===== src/rtl/vga_pkg.sv =====
`default_nettype none
// ============================================================================
// Module      : vga_pkg
// Description : Shared 640x480@60 timing defaults, the timing-decode bundle
//               carried through the read-latency delay line, and a total helper.
// Revision    : 1.0 - initial release
// ============================================================================
package vga_pkg;

    localparam int c_H_ACTIVE = 640;
    localparam int c_H_FP     = 22;
    localparam int c_H_SYNC   = 93;
    localparam int c_H_BP     = 45;
    localparam int c_V_ACTIVE = 480;
    localparam int c_V_FP     = 11;
    localparam int c_V_SYNC   = 2;
    localparam int c_V_BP     = 32;

    typedef struct packed {
        logic act;
        logic hs;
        logic vs;
        logic fs;
        logic ls;
    } vga_tim_t;

    function automatic int vga_total(input int active, input int fp,
                                     input int sync, input int bp);
        return active + fp + sync + bp;
    endfunction

endpackage
`default_nettype wire


===== src/rtl/vga_delay_line.sv =====
`default_nettype none
// ============================================================================
// Module      : vga_delay_line
// Description : Generic DEPTH-stage register delay for any type T; DEPTH=0 is
//               a plain wire. Synchronous active-low clear empties every stage.
// Revision    : 1.0 - initial release
// ============================================================================
module vga_delay_line #(
    parameter int  DEPTH = 1,
    parameter type T     = logic
) (
    input  logic clk,
    input  logic rst_n,
    input  T     i_data,
    output T     o_data
);

    generate
        if (DEPTH == 0) begin : g_pass
            logic w_unused;
            assign w_unused = &{1'b0, clk, rst_n};
            assign o_data   = i_data;
        end else begin : g_pipe
            T r_stage [DEPTH];

            always_ff @(posedge clk) begin
                if (!rst_n) begin
                    for (int i = 0; i < DEPTH; i++) begin
                        r_stage[i] <= '0;
                    end
                end else begin
                    r_stage[0] <= i_data;
                    for (int i = 1; i < DEPTH; i++) begin
                        r_stage[i] <= r_stage[i-1];
                    end
                end
            end

            assign o_data = r_stage[DEPTH-1];
        end
    endgenerate

endmodule
`default_nettype wire


===== src/rtl/vga_timing_gen_param.sv =====
`default_nettype none
// ============================================================================
// Module      : vga_timing_gen_param
// Description : Parametrised VGA timing generator: h/v counters, sync/enable/
//               strobe decode aligned to a 0..3 cycle framebuffer read latency.
// Revision    : 1.0 - initial release
// ============================================================================
module vga_timing_gen_param
    import vga_pkg::*;
#(
    parameter int   H_ACTIVE    = c_H_ACTIVE,
    parameter int   H_FP        = c_H_FP,
    parameter int   H_SYNC      = c_H_SYNC,
    parameter int   H_BP        = c_H_BP,
    parameter int   V_ACTIVE    = c_V_ACTIVE,
    parameter int   V_FP        = c_V_FP,
    parameter int   V_SYNC      = c_V_SYNC,
    parameter int   V_BP        = c_V_BP,
    parameter logic HSYNC_POL   = 1'b0,
    parameter logic VSYNC_POL   = 1'b0,
    parameter int   RD_LATENCY  = 0,
    parameter int   SCALE_SHIFT = 3,
    parameter int   COORD_W     = 10
) (
    input  logic                           CLK_25MHz,
    input  logic                           RST_N,
    input  logic [2:0]                     RED,
    input  logic [2:0]                     GREEN,
    input  logic [1:0]                     BLUE,
    output logic [COORD_W-1:0]             ROW,
    output logic [COORD_W-1:0]             COLUMN,
    output logic [COORD_W-SCALE_SHIFT-1:0] FB_ROW,
    output logic [COORD_W-SCALE_SHIFT-1:0] FB_COL,
    output logic [2:0]                     ROUT,
    output logic [2:0]                     GOUT,
    output logic [1:0]                     BOUT,
    output logic                           HSYNC,
    output logic                           VSYNC,
    output logic                           ACTIVE,
    output logic                           FRAME_START,
    output logic                           LINE_START
);

    localparam int c_H_TOTAL = vga_total(H_ACTIVE, H_FP, H_SYNC, H_BP);
    localparam int c_V_TOTAL = vga_total(V_ACTIVE, V_FP, V_SYNC, V_BP);

    generate
        if (c_H_TOTAL > (2 ** COORD_W)) begin : g_err_h_total
            $error("vga_timing_gen_param: H_TOTAL does not fit in COORD_W bits");
        end
        if (c_V_TOTAL > (2 ** COORD_W)) begin : g_err_v_total
            $error("vga_timing_gen_param: V_TOTAL does not fit in COORD_W bits");
        end
        if ((RD_LATENCY < 0) || (RD_LATENCY > 3)) begin : g_err_latency
            $error("vga_timing_gen_param: RD_LATENCY must be 0..3");
        end
    endgenerate

    // Decode compares run one bit wider so a region end equal to 2**COORD_W stays exact.
    localparam logic [COORD_W-1:0] c_H_LAST    = COORD_W'(c_H_TOTAL - 1);
    localparam logic [COORD_W-1:0] c_V_LAST    = COORD_W'(c_V_TOTAL - 1);
    localparam logic [COORD_W:0]   c_H_ACT_END = (COORD_W+1)'(H_ACTIVE);
    localparam logic [COORD_W:0]   c_V_ACT_END = (COORD_W+1)'(V_ACTIVE);
    localparam logic [COORD_W:0]   c_HS_BEG    = (COORD_W+1)'(H_ACTIVE + H_FP);
    localparam logic [COORD_W:0]   c_HS_END    = (COORD_W+1)'(H_ACTIVE + H_FP + H_SYNC);
    localparam logic [COORD_W:0]   c_VS_BEG    = (COORD_W+1)'(V_ACTIVE + V_FP);
    localparam logic [COORD_W:0]   c_VS_END    = (COORD_W+1)'(V_ACTIVE + V_FP + V_SYNC);

    logic [COORD_W-1:0] r_h, r_v, w_h_d, w_v_d;
    logic [COORD_W:0]   w_h_x, w_v_x;
    logic               w_h_wrap, w_v_wrap;
    vga_tim_t           w_tim_raw, w_tim_dly;

    logic [2:0] r_red, r_green, w_red_d, w_green_d;
    logic [1:0] r_blue, w_blue_d;
    logic       r_hsync, r_vsync, r_act, r_fs, r_ls;
    logic       w_hsync_d, w_vsync_d;

    assign w_h_x = {1'b0, r_h};
    assign w_v_x = {1'b0, r_v};

    always_comb begin
        w_h_wrap = (r_h == c_H_LAST);
        w_v_wrap = (r_v == c_V_LAST);
        w_h_d    = w_h_wrap ? '0 : r_h + COORD_W'(1);
        w_v_d    = r_v;
        if (w_h_wrap) begin
            w_v_d = w_v_wrap ? '0 : r_v + COORD_W'(1);
        end
    end

    always_comb begin
        w_tim_raw     = '0;
        w_tim_raw.act = (w_h_x < c_H_ACT_END) && (w_v_x < c_V_ACT_END);
        w_tim_raw.hs  = (w_h_x >= c_HS_BEG) && (w_h_x < c_HS_END);
        w_tim_raw.vs  = (w_v_x >= c_VS_BEG) && (w_v_x < c_VS_END);
        w_tim_raw.fs  = (r_h == '0) && (r_v == '0);
        w_tim_raw.ls  = (r_h == '0) && (w_v_x < c_V_ACT_END);
    end

    // Timing bits wait out the framebuffer read so they meet their pixel's RGB.
    vga_delay_line #(
        .DEPTH (RD_LATENCY),
        .T     (vga_tim_t)
    ) u_tim_dly (
        .clk    (CLK_25MHz),
        .rst_n  (RST_N),
        .i_data (w_tim_raw),
        .o_data (w_tim_dly)
    );

    always_comb begin
        w_red_d   = w_tim_dly.act ? RED   : 3'd0;
        w_green_d = w_tim_dly.act ? GREEN : 3'd0;
        w_blue_d  = w_tim_dly.act ? BLUE  : 2'd0;
        w_hsync_d = w_tim_dly.hs ? HSYNC_POL : ~HSYNC_POL;
        w_vsync_d = w_tim_dly.vs ? VSYNC_POL : ~VSYNC_POL;
    end

    always_ff @(posedge CLK_25MHz) begin
        if (!RST_N) begin
            r_h     <= '0;
            r_v     <= '0;
            r_red   <= '0;
            r_green <= '0;
            r_blue  <= '0;
            r_hsync <= ~HSYNC_POL;
            r_vsync <= ~VSYNC_POL;
            r_act   <= 1'b0;
            r_fs    <= 1'b0;
            r_ls    <= 1'b0;
        end else begin
            r_h     <= w_h_d;
            r_v     <= w_v_d;
            r_red   <= w_red_d;
            r_green <= w_green_d;
            r_blue  <= w_blue_d;
            r_hsync <= w_hsync_d;
            r_vsync <= w_vsync_d;
            r_act   <= w_tim_dly.act;
            r_fs    <= w_tim_dly.fs;
            r_ls    <= w_tim_dly.ls;
        end
    end

    assign ROW         = r_v;
    assign COLUMN      = r_h;
    assign FB_ROW      = r_v[COORD_W-1:SCALE_SHIFT];
    assign FB_COL      = r_h[COORD_W-1:SCALE_SHIFT];
    assign ROUT        = r_red;
    assign GOUT        = r_green;
    assign BOUT        = r_blue;
    assign HSYNC       = r_hsync;
    assign VSYNC       = r_vsync;
    assign ACTIVE      = r_act;
    assign FRAME_START = r_fs;
    assign LINE_START  = r_ls;

endmodule
`default_nettype wire


===== config.mk =====
export PLATFORM = sky130hd
export DESIGN_NAME = vga_timing_gen_param
export DESIGN_NICKNAME = d
export VERILOG_FILES = /design/src/rtl/vga_pkg.sv /design/src/rtl/vga_delay_line.sv /design/src/rtl/vga_timing_gen_param.sv
export SDC_FILE = /design/constraint.sdc
export NUM_CORES = 1
export LEC_CHECK = 0
export CORE_ASPECT_RATIO = 1.75
export CORE_MARGIN = 2
export CORE_UTILIZATION = 35
export CTS_CLUSTER_SIZE = 12
export DETAILED_ROUTE_END_ITERATION = 16
export GPL_TIMING_DRIVEN = 1
export PLACE_DENSITY_LB_ADDON = 0.1
export SETUP_SLACK_MARGIN = 0.2
export SLEW_MARGIN = 20
export SYNTH_ARGS = -nofsm -noshare
export SYNTH_HDL_FRONTEND = slang
export SYNTH_SLANG_ARGS = --single-unit

===== constraint.sdc =====
create_clock -name CLK_25MHz -period 2 [get_ports CLK_25MHz]
set_input_delay 0.4 -clock CLK_25MHz [delete_from_list [all_inputs] [get_ports CLK_25MHz]]
set_output_delay 0.4 -clock CLK_25MHz [all_outputs]
set_load 0.02 [all_outputs]

Yosys cells after proc, flatten, opt, wreduce, memory -nomap -nowiden
Index checks and enable logic that the tools add are counted.
W data, S select, Z words.
{ "word_totals": {"reg_bits": 33, "out_inout_bits": 47, "inputBits": 10, "word_cells": 33} }
{ "op_classes": {"n_eq_ne": 2, "muxes": 3, "add_sub_neg": 2, "n_bitwise": 1, "reduce_logical": 9, "n_lt_le_gt_ge": 6} }
{ "op_table": {"columns": ["cell", "count"], "rows": [
  ["$add A10 B1 Y10 const B", 2],
  ["$eq A10 B10 Y1 const B", 2],
  ["$logic_not A10 Y1", 2],
  ["$lt A10 B10 Y1 const B", 2],
  ["$lt A10 B9 Y1 const B", 2],
  ["$ge A10 B10 Y1 const B", 1],
  ["$ge A10 B9 Y1 const B", 1],
  ["$mux W10", 1],
  ["$logic_and A1 B1 Y1", 5],
  ["$mux W1", 2],
  ["$reduce_and A2 Y1", 1],
  ["$reduce_or A2 Y1", 1],
  ["$not A1 Y1", 1]
]} }

Logic depth before layout (Yosys ltp)
Gate-level depths: netlist of run 1.
{ "depth": {"depth_word": 3, "mapped_depth": 6, "depth_no_buf": 6} }

By module
From an unflattened synthesis of run 1, not the netlist that was laid out.
{ "hier_totals": {"hier_cells": 177, "hier_area_um2": 1606.5} }
{ "by_module_without_submodules": {"columns": ["module", "seq_area_each_um2", "cells_each", "instances", "area_each_um2"], "rows": [
  ["vga_timing_gen_param", 660.6, 172, 1, 1569.0],
  ["vga_delay_line", 0.0, 5, 1, 37.5]
]} }

Worst setup path before layout of run 1
No wires, ideal clock.
{ "synth_path": {"kind": "register to register", "from": "reg r_h[1], in the netlist COLUMN[1]", "to": "reg r_v[9], in the netlist ROW[9]", "arrival_ns": 1.992, "n_path_buf": 0, "stages_incl_launch_ff": 6, "period_less_slack_ns": 2.062, "required_ns": 1.930, "path_slack_ns": -0.062, "cell_sequence": "dfxtp_1 -> ha_1 -> nand4_4 -> or4_4 -> or3_1 -> a21oi_1"} }
{ "synth_between": {"elab_chain_cells": 1} }
{ "synth_rtl": {"columns": ["item", "line_no", "rtl"], "rows": [
  ["start: declaration", "vga_timing_gen_param.sv:69", "logic [COORD_W-1:0] r_h, r_v, w_h_d, w_v_d;"],
  ["start signal: assignment", "vga_timing_gen_param.sv:133", "r_h <= w_h_d;"],
  ["$eq A10 B10 Y1", "vga_timing_gen_param.sv:83", "w_h_wrap = (r_h == c_H_LAST);"],
  ["end signal: assignment", "vga_timing_gen_param.sv:134", "r_v <= w_v_d;"],
  ["end: declaration", "vga_timing_gen_param.sv:69", null]
]} }
No other way between the ends.
A chain may end at the register's enable or synchronous reset.

Final worst setup path of run 1
{ "layout_path": {"from": "reg r_v[0], in the netlist ROW[0]", "to": "reg r_v[8], in the netlist ROW[8]"} }
{ "layout_between": {"elab_chain_cells": 2} }
{ "layout_rtl": {"columns": ["item", "line_no", "rtl"], "rows": [
  ["$add A10 B1 Y10 or $eq A10 B10 Y1 (tied branches)", "vga_timing_gen_param.sv:88, vga_timing_gen_param.sv:84", null],
  ["$mux W10 *", "vga_timing_gen_param.sv:88", "w_v_d = w_v_wrap ? '0 : r_v + COORD_W'(1);"]
]} }
Every way passes the cells marked *; elsewhere a longest branch is shown, timed or not.

==> qor.txt, run 1 <==
CLOCKING
----------------------------------------------------------------------------------------------------
Number of hold buffers added after CTS                                                             0
H-tree levels                                                                                      2
TritonCTS sink count                                                                              33
Clock insertion delay at the later pin of the skew report                                     280 ps
CTS max path bufs                                                                                  2
TritonCTS clock tree                                                                             yes
Cell chosen for the clock root                                                              clkbuf_8
Number of buffers created by CTS                                                                   5
Clock-pin slew reported for the worst setup and hold paths after clock tree synthesis          70 ps

YOSYS
----------------------------------------------------------------------------------------------------
Xor and xnor area share after synthesis                                                       0.0804
Simple-Gate Fraction of Synth Area                                                             0.292
FF+latch count, synth                                                                             33
Gate count of the mapped netlist                                                                 169
Adder-Cell Fraction of Synth Area                                                             0.0410
Part of the Yosys area used for sequential elements                                            0.433
Synthesized netlist net count                                                                    184
Largest family of logic cells by synthesized area                                       simple AND/OR/NAND/NOR gates
Count of cell types in the netlist                                                                33
Total number of yosys warnings                                                                     0
Share of the synthesized area in compound gates (AO/OA/AOI/OAI)                               0.0500
Mean instance size in the synthesized netlist                                               9.02 um2
Share of cell area taken by muxes after synthesis                                                  0
Total standard cell area after synthesis                                                    1530 um2

FINISH
----------------------------------------------------------------------------------------------------
Number of inserted diodes                                                                          0
Layout fillers                                                                                   383
Synthesis-to-finish area growth                                                                52.6%
Post-route cell area                                                                        2330 um2
Post-route insts no fill                                                                         278
Most common cell after layout, fill and taps aside                                      clkdlybuf4s50_1
Proportion of layout cells with a drive suffix above 1                                         0.205
Final Net Count                                                                                  243
Most used cells in the layout excluding fill and tap cells                              clkdlybuf4s50_1 (33), dfxtp_1 (22), nor2_1 (18), dlygate4sd2_1 (15), buf_4 (12)

TIMING
----------------------------------------------------------------------------------------------------
Fin. max-slew vios                                                                                 0
Final setup fails                                                                                  0
Setup repair after global routing missed its margin                                              yes
Hold Violations, Final                                                                             0
Shortest clock period the worst path allows after layout                                     1800 ps
Slew margin rel.                                                                               0.718
Transition time at the pin with the least slew margin                                         421 ps
Share of the clock period used by the worst path after layout                                  0.899
Sum of negative setup slack                                                                     0 ps
Fmax                                                                                         556 MHz
Post-Route Skew                                                                              4.30 ps

FLOORPLANNING
----------------------------------------------------------------------------------------------------
Placement Rows                                                                                    31
Die span in y                                                                                91.3 um
Die span in x                                                                                53.9 um
Top-level port count                                                                              57
Area of the die                                                                             4920 um2
Core footprint                                                                              4150 um2
Starting utilization of the core area                                                          0.368

PLACED DESIGN
----------------------------------------------------------------------------------------------------
Gpl congestion                                                                                 0.881
Number of input and output port buffers inserted                                                  56
Post-Place Cells                                                                                 263
Detail Placement HPWL                                                                        2930 um
Area after DPL                                                                              2100 um2

DRT
----------------------------------------------------------------------------------------------------
Violation count after the first detailed-route iteration                                          24
Via/cell ratio                                                                                  5.06
Vias                                                                                           1,407
Routed Antenna Nets                                                                                0
Remaining design rule violation count                                                              0
Router iterations before antenna repair                                                            4
Total Wirelength                                                                             4320 um
Routed wirelength normalized by instance count                                               15.5 um

SETUP PATH
----------------------------------------------------------------------------------------------------
CP Launch Type                                                                             flip-flop
Sum of buffers and inverters on the critical path                                                  0
Critical Path Fanout Max                                                                           6
Data required, critical path                                                                 2220 ps
Signal arrival time at the worst endpoint                                                    2020 ps
Slack of the worst reg-to-reg path                                                            200 ps
Critical path capture point type                                                           flip-flop
Critical-path cell with the highest stage delay                                                or4_4
Cells along the critical path                                                           ha_2 > nand2_1 > or4_4 > or3_1 > a21oi_2
Largest stage delay on the critical path                                                      560 ps
Start-to-end type of the worst setup path                                                    reg2reg
Cell family with the largest share of critical-path delay                               simple AND/OR/NAND/NOR gates

FLOW RUN
----------------------------------------------------------------------------------------------------
# Max-Cap Violations                                                                               0

GLOBAL ROUTING
----------------------------------------------------------------------------------------------------
Grt ovf                                                                                            0
Global-route wire length before repair                                                       6170 um
Antenna violations before repair                                                                   0
Vias in the first global route                                                                 1,304
Global-route usage over all layers                                                             0.171
Largest net degree at the start of global routing                                                 11

POWER AND IR DROP
----------------------------------------------------------------------------------------------------
Maximum VDD drop                                                                          0.000448 V
Power density normalized to cell area                                                     592 nW/um2
Leakage Power                                                                                1.07 nW
Total power after layout                                                                     1.38 mW

RUN STATUS
----------------------------------------------------------------------------------------------------
Status                                                                                     completed

HOLD PATH
----------------------------------------------------------------------------------------------------
Tightest Hold Check Type                                                                     reg2reg

[layout make-up]
type | count | area [um2] | area share
Multi-Input combinational cell | 111 | 792 | 0.340
Sequential cell | 33 | 687 | 0.295
Timing Repair Buffer | 68 | 652 | 0.280
Clock buffer | 7 | 96.3 | 0.0414
Tap cell | 49 | 61.3 | 0.0263
Inverter | 9 | 33.8 | 0.0145
Clock inverter | 1 | 5.00 | 0.00215
[report_power, final]
group	leakage, nW	switching [mW]	internal (mW)
Combinational	0.744	0.0655	0.0728
Clock	0.0542	0.243	0.311
Sequential	0.276	0.0121	0.673
[cells in the mapped netlist]
cell / number / area share
o311ai_0: 1 / 0.0057
or4_4: 2 / 0.015
nor2b_1: 1 / 0.0041
o21ai_2: 1 / 0.0057
and3_1: 2 / 0.0082
inv_1: 9 / 0.022
nor4_1: 5 / 0.021
xor2_1: 4 / 0.023
o21ai_0: 4 / 0.013
nand3_1: 8 / 0.026
nor2_1: 18 / 0.044
nand4_4: 1 / 0.014
a31oi_1: 1 / 0.0041
dfxtp_1: 33 / 0.43
xnor2_1: 10 / 0.057
or3_1: 4 / 0.016
nand4bb_1: 1 / 0.0074
nand3b_1: 2 / 0.0098
nand4_1: 3 / 0.012
ha_1: 5 / 0.041
nand2_1: 8 / 0.020
a21oi_1: 5 / 0.016
nand4b_1: 1 / 0.0057
o211ai_1: 1 / 0.0049
nor4b_1: 1 / 0.0057
buf_4: 14 / 0.069
and2_1: 11 / 0.045
nor4bb_1: 1 / 0.0066
clkbuf_1: 1 / 0.0025
or2_2: 3 / 0.012
nor3_1: 4 / 0.013
buf_2: 3 / 0.0098
and4_1: 1 / 0.0057
[state kept, by name (all words and copies together) (netlist names)]
name,count
LINE_START,1
HSYNC,1
BOUT,2
ACTIVE,1
VSYNC,1
ROUT,3
ROW,10
FRAME_START,1
COLUMN,10
GOUT,3
[path summary, 6_finish.rpt]
kind,cells past startpoint,start,endpoint
max,5,ROW[0]$_SDFFE_PN0N_,ROW[8]$_SDFFE_PN0N_
min,2,ROW[1]$_SDFFE_PN0N_,ROW[1]$_SDFFE_PN0N_
max reg2reg,5,ROW[0]$_SDFFE_PN0N_,ROW[8]$_SDFFE_PN0N_
min reg2reg,2,ROW[1]$_SDFFE_PN0N_,ROW[1]$_SDFFE_PN0N_
[worst reg2reg max path: stages (launching register included)]
cell and delay, ps:
dfxtp_4 380, ha_2 210, nand2_1 60, or4_4 560, or3_1 380, a21oi_2 140
[stage by stage]
stage | utilization | worst slack, ps | hold slack, ps
after floorplan | - | 220 | 481
after detailed placement | 0.507 | 189 | 447
after global routing | 0.561 | 121 | 554
after global placement | 0.507 | 207 | 440
final | 0.561 | 202 | 533
after CTS | 0.528 | 205 | 457
[kinds of logic (layout without fill, tap and decap cells)]
logic type	count (synthesis)	count (layout)
AOI/OAI and AO/OA	13	14
xor gates and xnor gates	14	14
adders and majority gates	5	5
buffers and inverters	27	85
DFF	33	33
and+or+nand+nor	77	78
[what timing repair did]
action / 4_1_cts / 5_1_grt
gates cloned: 0 / 2
setup buffers: 0 / 5
setup endpoints to repair: 16 / 18
pin swaps: 0 / 5
resized for setup: 18 / 19
[per-layer routing]
| layer | global-route usage | part of all wire |
|---|---|---|
| met4 | 0.0726 | 0.026 |
| met2 | 0.295 | 0.53 |
| met5 | 0 | 0 |
| met3 | 0.0461 | 0.078 |
| met1 | 0.185 | 0.37 |
(Power assumes the default switching activity.)
==> inputs of run 2 (changes only) <==
- SETUP_SLACK_MARGIN: 0.2 -> not set
==> run 2 against run 1 <==
Effect of this change:
- highest routed layer unchanged
- final cell count down 0.72%
- sequential share of layout area grew 0.26 points
- non-clock buffer count unchanged
- count of clock-buffer cells in the layout did not move
- fmax decreased by 7.1%
- critical path depth did not move
- largest cell class unchanged
- core utilization is 2.4 points lower
- flip-flop and latch count unchanged
- power shrank 1.5%
==> qor.txt, run 2 (same netlist as run 1, synthesis figures left out) <==
RUN STATUS
----------------------------------------------------------------------------------------------------
Status                                                                                     completed

TIMING
----------------------------------------------------------------------------------------------------
Final setup fails                                                                                  0
Fmax                                                                                         517 MHz
Transition time at the pin with the least slew margin                                         377 ps
Final Hold Slack                                                                              445 ps
Fin. max-slew vios                                                                                 0
Hold Violations, Final                                                                             0
Sum of negative setup slack                                                                     0 ps
Post-Route Skew                                                                              5.09 ps
Worst setup margin                                                                           64.9 ps
Setup repair after global routing missed its margin                                               no
Shortest clock period the worst path allows after layout                                     1940 ps
Share of the clock period used by the worst path after layout                                  0.968
Slew margin rel.                                                                               0.748

POWER AND IR DROP
----------------------------------------------------------------------------------------------------
Power density normalized to cell area                                                     609 nW/um2
Maximum VDD drop                                                                          0.000410 V
Leakage Power                                                                               0.834 nW

DRT
----------------------------------------------------------------------------------------------------
Router iterations before antenna repair                                                            4
Via/cell ratio                                                                                  4.92
Vias                                                                                           1,359
Remaining design rule violation count                                                              0
Violation count after the first detailed-route iteration                                          12
Total Wirelength                                                                             3890 um
Routed wirelength normalized by instance count                                               14.1 um
Routed Antenna Nets                                                                                0

SETUP PATH
----------------------------------------------------------------------------------------------------
Data required, critical path                                                                 2200 ps
CP Launch Type                                                                             flip-flop
Start-to-end type of the worst setup path                                                    reg2reg
Critical Path Fanout Max                                                                           5
Signal arrival time at the worst endpoint                                                    2140 ps
Critical path capture point type                                                           flip-flop

FINISH
----------------------------------------------------------------------------------------------------
Proportion of layout cells with a drive suffix above 1                                         0.132
Final Net Count                                                                                  241
Layout fillers                                                                                   387
Synthesis-to-finish area growth                                                                46.0%
Most common cell after layout, fill and taps aside                                      clkdlybuf4s50_1
Number of inserted diodes                                                                          0
Most used cells in the layout excluding fill and tap cells                              clkdlybuf4s50_1 (56), dfxtp_1 (31), nor2_1 (18), buf_4 (12), and2_1 (11)

GLOBAL ROUTING
----------------------------------------------------------------------------------------------------
Antenna violations before repair                                                                   0
Vias in the first global route                                                                 1,380
Largest net degree at the start of global routing                                                 11
Global-route usage over all layers                                                             0.172
Grt ovf                                                                                            0
Global-route wire length before repair                                                       6260 um

FLOORPLANNING
----------------------------------------------------------------------------------------------------
Area of the die                                                                             4920 um2
Core footprint                                                                              4150 um2
Starting utilization of the core area                                                          0.368
Top-level port count                                                                              57
Placement Rows                                                                                    31
Die span in x                                                                                53.9 um
Die span in y                                                                                91.3 um

FLOW RUN
----------------------------------------------------------------------------------------------------
# Max-Cap Violations                                                                               0

CLOCKING
----------------------------------------------------------------------------------------------------
H-tree levels                                                                                      2
TritonCTS clock tree                                                                             yes
Number of buffers created by CTS                                                                   5
Number of hold buffers added after CTS                                                             0
TritonCTS sink count                                                                              33
Clock-pin slew reported for the worst setup and hold paths after clock tree synthesis          70 ps
Cell chosen for the clock root                                                              clkbuf_8
CTS max path bufs                                                                                  2
Clock insertion delay at the later pin of the skew report                                     280 ps

PLACED DESIGN
----------------------------------------------------------------------------------------------------
Gpl congestion                                                                                 0.878
Number of input and output port buffers inserted                                                  56
Pre-CTS WS                                                                                   74.1 ps
Detail Placement HPWL                                                                        2990 um

HOLD PATH
----------------------------------------------------------------------------------------------------
Tightest Hold Check Type                                                                     reg2reg

run 2: changes by cell type in the layout (fill, tap and decap cells not counted), moves of 2 or more:
cell,before,now
a21oi_1,3,5
dfxtp_1,22,31
or3_1,2,4
a21oi_2,2,0
or3_4,2,0
dlygate4sd2_1,15,0
dfxtp_4,5,0
dlymetal6s2s_1,8,0
dfxtp_2,6,2
clkdlybuf4s50_1,33,56
run 2: cell type report:
cell class                      instances  area [um2]  share of cell area
Timing Repair Buffer                   68         651               0.292
Inverter                                9        33.8              0.0152
Clock buffer                            7        96.3              0.0433
Clock inverter                          1        5.00             0.00225
Sequential cell                        33         663               0.298
Multi-Input combinational cell        109         717               0.322
Tap cell                               49        61.3              0.0275
run 2: worst max-delay path, cell delays in order (launching register included):
cell and delay, ps:
dfxtp_2 370, ha_2 240, nand4_4 130, or4_4 590, or3_1 340, a21oi_1 190
run 2: routing by layer:
layer	vias to the layer above	track usage	routed length, um
met1	630	0.185	1460
met4	0	0.111	163
met2	46	0.291	2070
li1	670	-	-
met3	13	0.0280	185
met5	-	0	0
run 2: final timing paths:
kind | cells past startpoint | endpoint | slack [ps] | from
max | 5 | ROW[7]$_SDFFE_PN0N_ | 60 | COLUMN[1]$_SDFF_PP0_
min | 1 | COLUMN[0]$_SDFF_PP0_ | 440 | COLUMN[0]$_SDFF_PP0_
max reg2reg | 5 | ROW[7]$_SDFFE_PN0N_ | 60 | COLUMN[1]$_SDFF_PP0_
min reg2reg | 1 | COLUMN[0]$_SDFF_PP0_ | 440 | COLUMN[0]$_SDFF_PP0_
run 2: metrics by stage:
| step | utilization | power, mW | area (um2) | std cells |
|---|---|---|---|---|
| floorplan | - | 0.758 | 1530 | 169 |
| global placement | 0.510 | 0.825 | 2120 | 268 |
| detailed placement | 0.510 | 0.827 | 2120 | 268 |
| CTS | 0.535 | 1.37 | 2220 | 276 |
| global route | 0.537 | 1.40 | 2230 | 276 |
| finish | 0.537 | 1.36 | 2230 | 276 |
run 2: timing repair:
item                                    4_1_cts  5_1_grt
endpoints found under the setup margin        0        9
setup buffers                                 0        0
gates resized for setup                       0        1
run 2: report_power, final:
part	internal, mW	leakage (nW)	switching [mW]
registers	0.677	0.270	0.00937
clock network	0.311	0.0542	0.234
logic	0.0659	0.510	0.0592
total	1.05	0.834	0.303
==> inputs of run 3 (changes only) <==
- REMOVE_ABC_BUFFERS: not set -> 1
==> run 3 against run 2 <==
Effect of this change:
- wire length is 3.2% lower
- sequential power barely moved
- highest routed layer unchanged
- clock power down 13%
- first-iteration DRC count grew to 3.0 times the previous value
- fmax grew 1.4%
- non-clock buffer count grew 2
- critical path depth stayed put
==> qor.txt, run 3 (same netlist as run 1, synthesis figures left out) <==
FINISH
----------------------------------------------------------------------------------------------------
Final Net Count                                                                                  243
Post-route insts no fill                                                                         278
Layout fillers                                                                                   391
Most common cell after layout, fill and taps aside                                      clkdlybuf4s50_1
Number of inserted diodes                                                                          0
Synthesis-to-finish area growth                                                                45.4%
Most used cells in the layout excluding fill and tap cells                              clkdlybuf4s50_1 (56), dfxtp_1 (33), nor2_1 (18), buf_4 (14), and2_1 (11)
Post-route cell area                                                                        2220 um2
Proportion of layout cells with a drive suffix above 1                                         0.122
Finished Core Util                                                                             0.535

CLOCKING
----------------------------------------------------------------------------------------------------
TritonCTS clock tree                                                                             yes
H-tree levels                                                                                      2
Clock insertion delay at the later pin of the skew report                                     280 ps
TritonCTS sink count                                                                              33
CTS max path bufs                                                                                  2
Post-CTS setup buffers                                                                             0
Number of buffers created by CTS                                                                   5
Cell chosen for the clock root                                                              clkbuf_8
Clock-pin slew reported for the worst setup and hold paths after clock tree synthesis          70 ps

SETUP PATH
----------------------------------------------------------------------------------------------------
Data required, critical path                                                                 2210 ps
Start-to-end type of the worst setup path                                                    reg2reg
CP Launch Type                                                                             flip-flop
Signal arrival time at the worst endpoint                                                    2120 ps
Critical Path Fanout Max                                                                           9
Critical path capture point type                                                           flip-flop

GLOBAL ROUTING
----------------------------------------------------------------------------------------------------
Global-route usage over all layers                                                             0.168
Global-route track usage on met1                                                               0.188
Met2 track utilization from global routing                                                     0.288
Global-route wire length before repair                                                       6170 um
Vias in the first global route                                                                 1,361
Highest-utilization routing layer at the global route stage                                     met2
Fraction of met3 tracks used by global routing                                                0.0395
Grt ovf                                                                                            0
Antenna violations before repair                                                                   0
Largest net degree at the start of global routing                                                 11

DRT
----------------------------------------------------------------------------------------------------
Routed Antenna Nets                                                                                0
Routed wirelength normalized by instance count                                               13.5 um
Via/cell ratio                                                                                  4.93
Total Wirelength                                                                             3760 um
Router iterations before antenna repair                                                            4
Vias                                                                                           1,370
Remaining design rule violation count                                                              0
Violation count after the first detailed-route iteration                                          36

TIMING
----------------------------------------------------------------------------------------------------
Slew margin rel.                                                                               0.687
Hold Violations, Final                                                                             0
Setup repair after global routing missed its margin                                               no
Final setup fails                                                                                  0
Post-Route Skew                                                                              3.83 ps
Worst setup margin                                                                           90.7 ps
Fmax                                                                                         524 MHz
Shortest clock period the worst path allows after layout                                     1910 ps
Sum of negative setup slack                                                                     0 ps
Transition time at the pin with the least slew margin                                         465 ps
Fin. max-slew vios                                                                                 0
Share of the clock period used by the worst path after layout                                  0.955

PLACED DESIGN
----------------------------------------------------------------------------------------------------
Detail Placement HPWL                                                                        2970 um
Area after DPL                                                                              2130 um2
Post-Place Cells                                                                                 270
Pre-CTS WS                                                                                   90.6 ps
Number of input and output port buffers inserted                                                  56
Gpl congestion                                                                                 0.858

FLOORPLANNING
----------------------------------------------------------------------------------------------------
Top-level port count                                                                              57
Area of the die                                                                             4920 um2
Core footprint                                                                              4150 um2
Die span in y                                                                                91.3 um
Placement Rows                                                                                    31
Die span in x                                                                                53.9 um
Starting utilization of the core area                                                          0.368

POWER AND IR DROP
----------------------------------------------------------------------------------------------------
Maximum VDD drop                                                                          0.000487 V
Power density normalized to cell area                                                     582 nW/um2
Leakage Power                                                                               0.838 nW

FLOW RUN
----------------------------------------------------------------------------------------------------
# Max-Cap Violations                                                                               0

HOLD PATH
----------------------------------------------------------------------------------------------------
Tightest Hold Check Type                                                                     reg2reg

RUN STATUS
----------------------------------------------------------------------------------------------------
Status                                                                                     completed

==> run 3: stage by stage <==
stage | hold slack, ps | power (mW)
2_1_floorplan | 522 | 0.753
3_3_place_gp | 526 | 0.829
3_5_place_dp | 520 | 0.834
4_1_cts | 533 | 1.31
5_1_grt | 566 | 1.34
6_report | 533 | 1.29
==> run 3: path summary, 6_finish.rpt <==
path                             start                  end  slack, ps  cells past startpoint
hold reg to reg    ROW[1]$_SDFFE_PN0N_  ROW[1]$_SDFFE_PN0N_        530                      2
hold / removal     ROW[1]$_SDFFE_PN0N_  ROW[1]$_SDFFE_PN0N_        530                      2
setup / recovery  COLUMN[0]$_SDFF_PP0_  ROW[9]$_SDFFE_PN0N_         90                      5
setup reg to reg  COLUMN[0]$_SDFF_PP0_  ROW[9]$_SDFFE_PN0N_         90                      5
==> run 3: routing by layer <==
layer | up-vias | share of wire
li1 | 669 | -
met3 | 8 | 0.064
met2 | 52 | 0.53
met5 | - | 0
met1 | 641 | 0.39
met4 | 0 | 0.023
==> run 3: critical path, stage by stage, from the launching register on <==
cell	delay (ps)
dfxtp_1	340
ha_1	220
nand4_4	180
or4_4	610
or3_1	360
a21oi_1	130
==> run 3: area by class of cell <==
type                    instances  area (um2)  area share
clock buffers                   6        72.6      0.0327
clock inverters                 2        10.0     0.00451
multi-input cells             109         714       0.322
inverters                       9        33.8      0.0152
well taps                      49        61.3      0.0276
flip-flops and latches         33         661       0.298
repair buffers                 70         666       0.300
==> run 3: timing repair <==
action	4_1_cts	5_1_grt
setup endpoints to repair	0	2
resized for setup	0	1
hold buffers	0	0
==> run 3: where the power goes <==
part / switching [mW] / internal, mW / total, mW
Sequential: 0.00672 / 0.676 / 0.683
Clock: 0.233 / 0.241 / 0.474
Combinational: 0.0637 / 0.0714 / 0.135
Total: 0.303 / 0.988 / 1.29
